==> config.mk <==
export PLATFORM = sky130hd
export DESIGN_NAME = fence_sequencer
export DESIGN_NICKNAME = d
export VERILOG_FILES = /design/src/rtl/fence_sequencer_pkg.sv /design/src/rtl/fence_sequencer.sv
export SDC_FILE = /design/constraint.sdc
export NUM_CORES = 1
export LEC_CHECK = 0
export ABC_AREA = 1
export CAP_MARGIN = 20
export CORE_AREA = 3 3 40 42
export CTS_CLUSTER_DIAMETER = 120
export DETAILED_ROUTE_END_ITERATION = 8
export DIE_AREA = 0 0 43 45
export PLACE_DENSITY = 0.6
export SLEW_MARGIN = 40
export SYNTH_ARGS = -nofsm -noshare
export SYNTH_HDL_FRONTEND = slang
export SYNTH_SLANG_ARGS = --single-unit
==> constraint.sdc <==
create_clock -name clk_i -period 1.29 [get_ports clk_i]
set_input_delay 0.258 -clock clk_i [delete_from_list [all_inputs] [get_ports clk_i]]
set_output_delay 0.258 -clock clk_i [all_outputs]
set_load 0.03 [all_outputs]
==> src/rtl/fence_sequencer_pkg.sv <==
// fence_sequencer_pkg: shared types for the fence-class commit sequencer.
//   fence_op_t        - fence-class operation encoding as presented at commit port 0
//   fence_seq_state_e - sequencer FSM states
package fence_sequencer_pkg;

    typedef enum logic [1:0] {
        FENCE_OP_FENCE      = 2'd0,
        FENCE_OP_FENCE_I    = 2'd1,
        FENCE_OP_SFENCE_VMA = 2'd2
    } fence_op_t;

    // Encoding 3 is reserved and is never accepted.
    localparam logic [1:0] FENCE_OP_RESERVED = 2'd3;

    typedef enum logic [2:0] {
        IDLE,
        DRAIN,
        D_FLUSH,
        I_FLUSH,
        TLB,
        DONE
    } fence_seq_state_e;

endpackage

==> src/rtl/fence_sequencer.sv <==
// fence_sequencer: multi-cycle controller for FENCE / FENCE.I / SFENCE.VMA at the
// head of commit port 0. It drains the store buffer, flushes D$, then flushes I$ or
// the TLBs, and finally pulses done/flush_pipeline back to commit.
//
// Ports:
//   clk_i, rst_i            clock, asynchronous active-high reset
//   req_valid_i, req_op_i   fence-class request at commit port 0 (sampled in IDLE only)
//   halt_i                  blocks acceptance of new requests
//   no_st_pending_i         store buffer empty
//   dcache_flush_o/_ack_i   D$ flush request (level) and completion pulse
//   icache_flush_o          I$ invalidate pulse
//   tlb_flush_o             TLB flush pulse
//   done_o                  commit acks port 0 this cycle
//   flush_pipeline_o        pipeline flush pulse, coincident with done_o
//   busy_o                  sequencer is not IDLE
//   timeout_o               D$ ack timeout pulse
//
// Build option: define FENCE_SEQ_TIMEOUT_EN to bound the D$ ack wait to
// TIMEOUT_CYCLES; otherwise the wait is unbounded and timeout_o is tied 0.
//
// All outputs are decodes of registered state only.
module fence_sequencer
    import fence_sequencer_pkg::*;
#(
    parameter int unsigned TIMEOUT_CYCLES = 1024,
    parameter int unsigned CNT_W          = 11
) (
    input  logic       clk_i,
    input  logic       rst_i,
    input  logic       req_valid_i,
    input  logic [1:0] req_op_i,
    input  logic       halt_i,
    input  logic       no_st_pending_i,
    output logic       dcache_flush_o,
    input  logic       dcache_flush_ack_i,
    output logic       icache_flush_o,
    output logic       tlb_flush_o,
    output logic       done_o,
    output logic       flush_pipeline_o,
    output logic       busy_o,
    output logic       timeout_o
);

    fence_seq_state_e state_q, state_d;
    fence_op_t        op_q, op_d;

`ifdef FENCE_SEQ_TIMEOUT_EN
    logic [CNT_W-1:0] cnt_q, cnt_d;
    logic             tmo_hit;

    // Count reaches the limit after TIMEOUT_CYCLES ack-less D_FLUSH cycles; the
    // following cycle is the timeout cycle (flush request dropped, timeout pulsed).
    assign tmo_hit = (cnt_q == CNT_W'(TIMEOUT_CYCLES));
`endif

    always_ff @(posedge clk_i or posedge rst_i) begin
        if (rst_i) begin
            state_q <= IDLE;
            op_q    <= FENCE_OP_FENCE;
`ifdef FENCE_SEQ_TIMEOUT_EN
            cnt_q   <= '0;
`endif
        end else begin
            state_q <= state_d;
            op_q    <= op_d;
`ifdef FENCE_SEQ_TIMEOUT_EN
            cnt_q   <= cnt_d;
`endif
        end
    end

    always_comb begin
        state_d = state_q;
        op_d    = op_q;
`ifdef FENCE_SEQ_TIMEOUT_EN
        cnt_d   = cnt_q;
`endif
        case (state_q)
            IDLE: begin
                if (req_valid_i && !halt_i && (req_op_i != FENCE_OP_RESERVED)) begin
                    op_d    = fence_op_t'(req_op_i);
                    state_d = DRAIN;
                end
            end
            DRAIN: begin
`ifdef FENCE_SEQ_TIMEOUT_EN
                cnt_d = '0;
`endif
                if (no_st_pending_i) begin
                    state_d = (op_q == FENCE_OP_SFENCE_VMA) ? TLB : D_FLUSH;
                end
            end
            D_FLUSH: begin
`ifdef FENCE_SEQ_TIMEOUT_EN
                if (tmo_hit) begin
                    state_d = DONE;
                end else if (dcache_flush_ack_i) begin
                    state_d = (op_q == FENCE_OP_FENCE_I) ? I_FLUSH : DONE;
                end else begin
                    cnt_d = cnt_q + CNT_W'(1);
                end
`else
                if (dcache_flush_ack_i) begin
                    state_d = (op_q == FENCE_OP_FENCE_I) ? I_FLUSH : DONE;
                end
`endif
            end
            I_FLUSH: state_d = DONE;
            TLB:     state_d = DONE;
            DONE:    state_d = IDLE;
            default: state_d = IDLE;
        endcase
    end

`ifdef FENCE_SEQ_TIMEOUT_EN
    assign dcache_flush_o = (state_q == D_FLUSH) && !tmo_hit;
    assign timeout_o      = (state_q == D_FLUSH) && tmo_hit;
`else
    assign dcache_flush_o = (state_q == D_FLUSH);
    assign timeout_o      = 1'b0;
`endif
    assign icache_flush_o   = (state_q == I_FLUSH);
    assign tlb_flush_o      = (state_q == TLB);
    assign done_o           = (state_q == DONE);
    assign flush_pipeline_o = (state_q == DONE);
    assign busy_o           = (state_q != IDLE);

endmodule

# [Word level (Yosys, flattened, before mapping)]
# Cells that the tools add are included.
[word_totals] reg_bits=5 in_bits=8
[op_classes] n_eq_ne=11 n_reduce_logical=8 muxes=6
[ops] operator="$mux W3" count=5
[ops] operator="$pmux W3 S4" count=1
[ops] operator="$eq A3 B2 Y1 const B" count=2
[ops] operator="$eq A3 B3 Y1 const B" count=2
[ops] operator="$ne A2 B2 Y1 const B" count=3
[ops] operator="$eq A3 B1 Y1 const B" count=1
[ops] operator="$logic_not A3 Y1" count=1
[ops] operator="$reduce_and A3 Y1" count=1
[ops] operator="$reduce_bool A3 Y1" count=1
[ops] operator="$eq A2 B1 Y1 const B" count=1
[ops] operator="$eq A2 B2 Y1 const B" count=1
[ops] operator="$logic_and A1 B1 Y1" count=2
[ops] operator="$ne A2 B1 Y1 const B" count=1
[ops] operator="$reduce_and A2 Y1" count=1
[ops] operator="$reduce_or A2 Y1" count=1
[ops] operator="$logic_not A1 Y1" count=1

# [Logic depth before layout (Yosys ltp)]
[depth] ltp_word=5 mapped_depth=7 mapped_depth_nobuf=7

# [Worst setup path after synthesis]
# Ideal clock, no wire load.
[synth_timing] path_type="flip-flop to output port" start="reg state_q[0]" end="out flush_pipeline_o" arrival_ps=1463 setup_slack_ps=-431 required_ps=1032 path_stages_with_launch=4 n_path_buf=1 path_cell_list="dfrtp_1 > inv_2 > nor3_1 > buf_4"
[synth_via] elab_chain_cells=1
[synth_rtl] item="start: declaration" line="fence_sequencer.sv:44" text="fence_seq_state_e state_q, state_d;"
[synth_rtl] item="start signal: assignment" line="fence_sequencer.sv:64" text="state_q <= state_d;"
[synth_rtl] item="$eq A3 B3 Y1"
[synth_rtl] item="end: declaration" line="fence_sequencer.sv:39" text="output logic flush_pipeline_o,"
# No other way between the ends.

# [Worst setup path in the final report]
[layout_timing] start="reg state_q[0]" end="out done_o"
[layout_via] elab_chain_cells=1
[layout_rtl] item="$eq A3 B3 Y1" line="fence_sequencer.sv:124" text="assign done_o = (state_q == DONE);"
[layout_rtl] item="end: declaration" line="fence_sequencer.sv:38" text="output logic done_o,"
# No other way between the ends.

==> summary.md <==
| Metric | Value |
|---|---|
| Die width | 43 µm |
| Largest net degree at the start of global routing | 6 |
| Routability congestion estimate | 0.768 |
| Post-synth EDFFs | 0 |
| Unrepaired setup endpoints after global routing | yes |
| Net switching power | 691 µW |
| Fin. Hold Viols | 0 |
| Syn Nets | 65 |
| Worst setup EP type | output pin |
| Nature of the critical path startpoint | flop |
| Status | finished, violations left |
| I/O Pins | 15 |
| CTS tree | done |
| Fin Setup TNS | -0.450 ns |
| Via/cell ratio | 4.27 |
| Die Footprint | 1940 µm² |
| # rows | 13 |
| Worst path slowest cell | dfrtp_1 |
| Fin crit period | 1.39 ns |
| Post-DRT Antenna Nets | 0 |
| Reg2reg start | state_q[0] |
| Crit-path max FO | 3 |
| Comb pwr share | 71.3% |
| Ranking of synthesized cells by area | dfrtp_1 (35%), inv_1 (10%), nand2_1 (10%) |
| PnR Total Power | 1550 µW |
| Fin nets | 90 |
| Critical Path AT | 1.13 ns |
| ANT cells | 0 |
| CTS Buf Count | 3 |
| Switch share | 44.5% |
| CTS max path bufs | 2 |
| Clock Tree Root | clkbuf_4 |
| Failing checks | negative setup slack |
| Drt drc | 0 |
| Register bit total from synthesis | 5 |
| Core footprint | 1280 µm² |
| Crit-path max cell delay | 0.36 ns |
| Static Leak | 0.000342 µW |
| Share of synthesized registers carrying an async set or reset | 100% |
| Starting density of the core | 27.8% |
| Area Overhead vs Synth | 75.2% |
| Avg Inst Size Synth | 6.28 µm² |
| Iteration-0 DRC count of the detailed router | 1 |
| Top FF cell, synth | dfrtp_1 |
| Post-Syn Area | 358 µm² |
| Initial antenna violation count | 0 |
| Hold crit path type | in2async |
| Setup Skew | 0.00210 ns |
| Req. time, crit path | 1.03 ns |
| # port buffers | 13 |
| Max-cap viol count | 0 |
| Final WS setup | -0.100 ns |
| Final setup viols | 6 |
| Internal | 861 µW |
| GRT overflow | 0 |
| Drt pass-1 iters | 2 |
| First-pass GRT wire length | 1.48 mm |
| Post-synth top area share | 35.0% |
| Vias | 410 |
| Dominant cell type by area after synthesis | dfrtp_1 |
| Die height | 45 µm |
| Crit path kind | reg2out |
| Layout cells sized above 1 | 38.3% |
| Area of the multi-input gates | 185 µm² |
| CP Cell Sequence | inv_2 > buf_12 > nor3_4 > buf_4 |
| Mapped Cells | 57 |
| Total wire length | 857 µm |
| Clock share of power | 11.1% |
| Vias in the first global route | 397 |
| Most common library cells after synthesis | inv_1 (10), nand2_1 (10), nor2_1 (9), dfrtp_1 (5), inv_2 (5) |
| Power per cell area | 2480 nW/µm² |
| Critical path buffers and inverters | 3 |
| CP top delay family | buffers and inverters |
| Tcrit/Tclk final | 108% |
| Layout fillers | 135 |
| VDD IR max | 1.21 mV |
| FF-to-FF path depth | 6 |
| Sink Count | 5 |
| Sequential-to-total area share from yosys stat | 35.0% |
| FF-to-FF End | state_q[2] |
| CTS H-tree depth | 1 |
| CTS clk-pin slew, worst paths | 0.04 ns |
| Max-slew violations | 0 |
| GR Util All Layers | 11.0% |
| Clk_lat worst skew | 0.23 ns |
| Wirelength per Cell | 8.93 µm |
| Synthesis Warnings | 0 |
| Fmax | 719 MHz |
| Sequential Power Share | 17.7% |
| Synth cell types | 16 |
| Post-DP HPWL | 615 µm |
| Register Area | 125 µm² |
| R2r setup slk | 0.12 ns |
-- placed cells by master (no fill, tap or decap), drive strengths merged --
cell,count
nor2,11
nand3,4
nand2,12
inv,15
nor3,1
a21oi,1
o21ai,4
nand4,1
clkbuf,4
dfrtp,5
clkdlybuf4s50,7
buf,15
conb,1
-- cell type report --
type | count | share of cell area (%)
inverter | 15 | 8.98
tap | 15 | 2.99
sequential | 5 | 20.0
multi-input combinational | 35 | 29.5
timing repair buffer | 22 | 34.3
clock buffer | 4 | 4.19
-- power groups by stage --
stage	Clock, µW	Combinational [µW]	Sequential [µW]
6_report	172	1110	274
5_1_grt	195	1210	284
4_1_cts	180	1020	271
3_5_place_dp	0	720	294
3_3_place_gp	0	719	295
2_1_floorplan	0	545	285
-- metal layers --
layer / global-route usage, % / vias to the layer above / wire length (µm)
met1: 9.83 / 178 / 289
met2: 18.6 / 13 / 477
met5: 0 / - / 0
li1: - / 215 / -
met3: 3.98 / 4 / 57
met4: 11.4 / 0 / 34
-- flip-flops by register name (all words and copies together), names as in the netlist --
register	cells
state_q	3
op_q	2
-- how the worst max path moves through the flow --
| stage | slack [ns] | endpoint | start | depth (start not counted) |
|---|---|---|---|---|
| 3_5_place_dp | 0.001 | state_q[1] | req_op_i[1] | 6 |
| 6_report | -0.10 | done_o | state_q[0] | 4 |
| 5_1_grt | -0.17 | done_o | state_q[0] | 4 |
| 2_1_floorplan | 0.01 | flush_pipeline_o | state_q[1] | 2 |
| 4_1_cts | -0.10 | done_o | state_q[1] | 3 |
| 3_3_place_gp | 0.02 | state_q[1] | req_op_i[1] | 6 |
-- per-stage QoR --
stage	setup WS, ns	utilization [%]	instances	hold WS, ns	area (µm²)
finish	-0.100	48.8	96	0.222	627
global placement	0.0171	38.0	83	0.477	488
CTS	-0.103	46.9	94	0.222	603
floorplan	0.0120	-	57	0.0365	369
global route	-0.169	48.8	96	0.243	627
detailed placement	0.00106	38.0	83	0.468	488
-- worst register-to-register path, stage by stage, from the launching register on --
cell,delay [ns]
dfrtp_1,0.39
buf_4,0.14
buf_4,0.13
o21ai_0,0.17
nand2_1,0.07
nor2_1,0.11
nor2_1,0.05
-- what timing repair did --
item,4_1_cts,5_1_grt
setup endpoints to repair,6,6
gates resized for setup,5,2
setup buffers,7,2
hold buffers,0,0
pin swaps,1,2
-- cell families after synthesis --
kind of cell | Yosys count | synth area share, %
buffers and inverters | 17 | 19.9
DFF | 5 | 35.0
other | 1 | 1.05
and+or+nand+nor | 29 | 37.1
AOI/OAI and AO/OA | 5 | 6.99
Power figures use the tool's default switching activity.
